[src/rtl/multicycle_alu.sv]
// multicycle_alu: clocked ALU with iterative multiply/divide and start/busy/done handshake
module multicycle_alu #(
  parameter int WIDTH = 16
) (
  input  logic             clk,
  input  logic             rst_n,
  input  logic             start,
  input  logic [3:0]       control,
  input  logic [WIDTH-1:0] a,
  input  logic [WIDTH-1:0] b,
  output logic [WIDTH-1:0] op1,
  output logic [WIDTH-1:0] r15,
  output logic             busy,
  output logic             done,
  output logic             zero,
  output logic             cout,
  output logic             ovf,
  output logic             dz
);
  localparam int CW = $clog2(WIDTH + 1);

  typedef enum logic [1:0] {IDLE, RUN, DONE} state_t;

  state_t         st;
  logic [CW-1:0]  cnt;
  logic           is_mul;
  logic [WIDTH-1:0] m, hi, lo;
  logic [WIDTH:0]   sum, dif, madd, cmp;
  logic [WIDTH-1:0] diff, nhi, nlo, s_op1, s_r15;
  logic             is_add, is_sub, take, long_op, s_c, s_v, s_dz;

  // single-cycle results from the live operands at the accepting edge
  always_comb begin
    is_add  = control == 4'b0000 || control == 4'b1000;
    is_sub  = control == 4'b0001;
    sum     = {1'b0, a} + {1'b0, b};
    dif     = {1'b0, a} - {1'b0, b};
    long_op = control == 4'b0010 || (control == 4'b0011 && b != '0);
    s_op1   = is_add ? sum[WIDTH-1:0] :
              is_sub ? dif[WIDTH-1:0] :
              control == 4'b0100 ? a & b :
              control == 4'b0111 ? a | b :
              control == 4'b0011 ? '1 : '0;
    s_r15   = control == 4'b0011 ? a : '0;
    s_c     = is_add ? sum[WIDTH] : is_sub ? dif[WIDTH] : 1'b0;
    s_v     = is_add ? (a[WIDTH-1] == b[WIDTH-1] && sum[WIDTH-1] != a[WIDTH-1]) :
              is_sub ? (a[WIDTH-1] != b[WIDTH-1] && dif[WIDTH-1] != a[WIDTH-1]) : 1'b0;
    s_dz    = control == 4'b0011;
  end

  // one shift-add or restoring-division step on the {hi, lo} pair
  always_comb begin
    madd = {1'b0, hi} + (lo[0] ? {1'b0, m} : '0);
    cmp  = {hi, lo[WIDTH-1]};
    take = cmp >= {1'b0, m};
    diff = cmp[WIDTH-1:0] - m;
    nhi  = is_mul ? madd[WIDTH:1] : (take ? diff : cmp[WIDTH-1:0]);
    nlo  = is_mul ? {madd[0], lo[WIDTH-1:1]} : {lo[WIDTH-2:0], take};
  end

  // control FSM with registered results and flags
  always_ff @(posedge clk) begin
    if (!rst_n) begin
      st     <= IDLE;
      cnt    <= '0;
      is_mul <= 1'b0;
      m      <= '0;
      hi     <= '0;
      lo     <= '0;
      op1    <= '0;
      r15    <= '0;
      busy   <= 1'b0;
      done   <= 1'b0;
      zero   <= 1'b0;
      cout   <= 1'b0;
      ovf    <= 1'b0;
      dz     <= 1'b0;
    end else begin
      done <= 1'b0;
      if (st == IDLE && start) begin
        busy <= 1'b1;
        m    <= b;
        if (long_op) begin
          hi     <= '0;
          lo     <= a;
          cnt    <= CW'(WIDTH);
          is_mul <= ~control[0];
          st     <= RUN;
        end else begin
          st   <= DONE;
          done <= 1'b1;
          op1  <= s_op1;
          r15  <= s_r15;
          zero <= s_op1 == '0;
          cout <= s_c;
          ovf  <= s_v;
          dz   <= s_dz;
        end
      end else if (st == RUN) begin
        hi  <= nhi;
        lo  <= nlo;
        cnt <= cnt - CW'(1);
        if (cnt == CW'(1)) begin
          st   <= DONE;
          done <= 1'b1;
          op1  <= nlo;
          r15  <= nhi;
          zero <= nlo == '0;
          cout <= 1'b0;
          ovf  <= is_mul && nhi != '0;
          dz   <= 1'b0;
        end
      end else if (st == DONE) begin
        st   <= IDLE;
        busy <= 1'b0;
      end
    end
  end
endmodule

[config.mk]
export PLATFORM = sky130hd
export DESIGN_NAME = multicycle_alu
export DESIGN_NICKNAME = d
export VERILOG_FILES = /design/src/rtl/multicycle_alu.sv
export SDC_FILE = /design/constraint.sdc
export NUM_CORES = 1
export LEC_CHECK = 0
export CAP_MARGIN = 20
export CELL_PAD_IN_SITES_DETAIL_PLACEMENT = 0
export CELL_PAD_IN_SITES_GLOBAL_PLACEMENT = 2
export CORE_MARGIN = 3
export CORE_UTILIZATION = 31
export DETAILED_ROUTE_END_ITERATION = 8
export PLACE_DENSITY = 0.9
export SLEW_MARGIN = 20
export SYNTH_ARGS = -nofsm -noshare
export SYNTH_HDL_FRONTEND = slang
export SYNTH_SLANG_ARGS = --single-unit
[constraint.sdc]
create_clock -name clk -period 3.1 [get_ports clk]
set_input_delay 0.465 -clock clk [delete_from_list [all_inputs] [get_ports clk]]
set_output_delay 0.465 -clock clk [all_outputs]
set_load 0.01 [all_outputs]
==> results.tsv <==
stage	metric	value	unit
power_and_ir_drop	p_leak	0.00570	uW
yosys	syn_inst	1183	
route	vias_per_cell	5.45	
route	drt-pass1-iter-count	5	
clock_tree	tritoncts	yes	
clock_tree	clkLatencyLatePin	0.36	ns
die	rows	60	
placed_design	placed_area	11800	um2
die	die_y	173	um
route	ant_nets	0	
yosys	synth_nets	1308	
die	dieArea	29800	um2
global_routing	grt_max_degree	86	
die	initial_core_util	31.7	%
cells_and_area	final_area	13200	um2
clock_tree	cts.sinks	94	
route	route.detailed.drc	0	
route	drtIter0Drc	853	
outcome	failed_checks	setup timing	
setup_path	cp-end-kind	flip-flop	
global_routing	grt_overflow	0	
yosys	ys_seq_area_share	21.9	%
sta	layout_setup_ws	-0.0233	ns
clock_tree	clock_path_buffers	2	
cells_and_area	num_antenna_cells	0	
global_routing	antenna_found_initial	0	
power_and_ir_drop	vdd_drop_max	0.000308	V
outcome	outcome	finished with violations	
yosys	syn_area	8590	um2
power_and_ir_drop	power.total	4530	uW
sta	timing.fmax	320	MHz
setup_path	r2r_cells	14	
sta	slew_violations	0	
yosys	synth_edf_count	0	
setup_path	crit_arrival	3.38	ns
yosys	synth_area_per_cell	7.26	um2
sta	period_needed	3.12	ns
yosys	synth.distinct_cells	76	
die	die_w	173	um
setup_path	critPathCapture	ovf	
yosys	synth_ff_type	dfxtp_1	
route	wl	34200	um
sta	worstMarginPinSlew	0.955	ns
route	via_count	10300	
sta	fin_skew	0.0116	ns
placed_design	io_buffers	76	
sta	relSlewSlack	36.3	%
global_routing	grt_pass1_vias	9782	
setup_path	rr_startpoint	lo[0]	
sta	rsz0062_at_grt	yes	
placed_design	place.gp.congestion	0.997	
flow_run	drv_cap	0	
min_path	hold_class	reg -> reg	
sta	hold_violations	0	
cells_and_area	final_util	48.6	%
clock_tree	postCtsHoldBufs	0	
global_routing	grt_usage	21.6	%
sta	fin_crit_sh	101	%
cells_and_area	drive_gt1_share	31.4	%
clock_tree	cts_root_buf	clkbuf_16	
die	io_pins	77	
setup_path	crit_path_start_kind	flip-flop	
cells_and_area	final_nets	1631	
power_and_ir_drop	power_density	343	nW/um2
cells_and_area	area_delta_synth_final	53.3	%
placed_design	dp_worst_setup_slack	-0.697	ns
setup_path	required	3.35	ns
placed_design	hpwl	26100	um
die	core-area	27100	um2
global_routing	grt_pass1_wl	52400	um
sta	setup_viol_count_final	1	
setup_path	regToRegEndpoint	ovf	
route	wl_per_cell	18.2	um
clock_tree	clkTransAtPathRegs	0.08	ns
yosys	synthArstFlopShare	0	%
setup_path	r2r_slack	-0.02	ns
yosys	synth_warnings	0	
clock_tree	numCtsBuffers	9	
yosys	synth_seq_cells	94	
min_path	hold_start	lo[3]	
setup_path	crit_path_start	lo[0]	
clock_tree	h-tree-depth	3	
setup_path	crit_type	reg -> reg	
setup_path	crit_fanout	3	
==> kinds of logic after synthesis <==
logic type,count (synthesis),share of synthesized area (%)
AO/OA/AOI/OAI,383,30.4
adder cells (fa/ha/maj),86,12.9
flip-flops,94,21.9
XOR/XNOR,22,2.24
AND/OR/NAND/NOR,429,23.2
multiplexers,25,2.94
buffers and inverters,144,6.45
==> how the worst min path moves through the flow <==
stage	endpoint	slack, ns	cells after the start
after detailed placement	lo[3]	0.46	2
after global placement	lo[12]	0.46	2
final	lo[3]	0.47	2
after global routing	lo[12]	0.50	2
after CTS	lo[3]	0.47	2
after floorplan	lo[10]	0.44	2
==> through the flow <==
step / instances / TNS [ns] / hold slack (ns)
2_1_floorplan: 1183 / 0 / 0.444
3_3_place_gp: 1847 / -14.39 / 0.456
3_5_place_dp: 1847 / -14.38 / 0.461
4_1_cts: 1873 / -0.0115 / 0.469
5_1_grt: 1883 / -0.393 / 0.497
6_report: 1883 / -0.0233 / 0.469
==> critical path, cell delays in order, from the launching register on <==
cell and delay (ns):
dfxtp_2 0.33, and2_4 0.14, ha_4 0.16, fa_2 0.36, a211oi_2 0.27, buf_4 0.17, o21ai_4 0.06, a41oi_4 0.28
o21ai_2 0.13, a2111oi_0 0.33, or3_1 0.19, o21bai_1 0.11, nor4_4 0.25, buf_4 0.17, a21oi_1 0.05
==> state kept, by name, indices dropped and copies added, names as in the netlist, 2 cells and up <==
signal and flops:
hi 16, lo 16, m 16, op1 16, r15 16, cnt 5
st 2
==> cell usage in the layout (no fill, tap or decap), types with 13 or more instances in the layout <==
cell             netlist  layout
buf_4                  0     288
nor2_1               136     130
nand2_1              125     122
a21oi_1              109      96
dfxtp_1               94      86
inv_1                 73      67
clkdlybuf4s50_1        0      66
ha_1                  82      65
o21ai_0               53      35
nor3_1                35      30
o211ai_1              28      28
nand3_1               27      25
mux2i_1               23      23
and2_1                24      21
a21o_1                19      19
ha_4                   0      15
o21ai_1                2      14
xnor2_1               13      13
a221oi_1              20      13
==> cell type report <==
cell class | instances | area (um2)
fill | 2629 | 13900
clock inverter | 7 | 78.8
tap | 372 | 465
multi-input combinational | 945 | 7020
sequential | 94 | 1890
clock buffer | 9 | 225
timing repair buffer | 383 | 3220
inverter | 73 | 274
==> metal layers <==
| metal | share of wire [%] | routed length [um] | global-route usage [%] |
|---|---|---|---|
| met5 | 0 | 0 | 0 |
| met4 | 3.2 | 1080 | 6.62 |
| met3 | 4.9 | 1680 | 1.88 |
| met2 | 48 | 16400 | 36.9 |
| met1 | 44 | 15100 | 28.9 |
==> Yosys cell counts, types with 10 or more instances <==
master	number	share of area, %
a211oi_1	14	1.2
nand2_1	125	5.5
o221ai_1	11	1.1
nor3_1	35	2.0
a21o_1	19	1.7
o21ai_0	53	3.1
nand2b_1	10	0.73
o21bai_1	12	1.0
and2_1	24	1.7
a31oi_1	11	0.80
xnor2_1	13	1.3
clkbuf_1	63	2.8
mux2i_1	23	2.7
a221oi_1	20	2.0
a22oi_1	11	0.96
nor2b_1	11	0.80
o22ai_1	13	0.95
nand3_1	27	1.6
o211ai_1	28	2.4
inv_1	73	3.2
nand4_1	12	0.87
nor4_1	11	0.80
dfxtp_1	94	22
a21oi_1	109	6.3
nor2_1	136	5.9
ha_1	82	12
==> timing repair <==
action                                  CTS  global route
gates cloned                              0             1
buffers inserted                         11             9
endpoints found under the setup margin   22            25
resized for setup                        83           111
hold endpoints to repair                  0             0
pin swaps                                38            36
==> report_power, final <==
part | leakage, uW | switching, uW | internal [uW]
Clock | 0.000144 | 539 | 636
Sequential | 0.000770 | 51.5 | 1280
Combinational | 0.00478 | 1030 | 988
No activity file was read; power rests on OpenSTA's default activity.
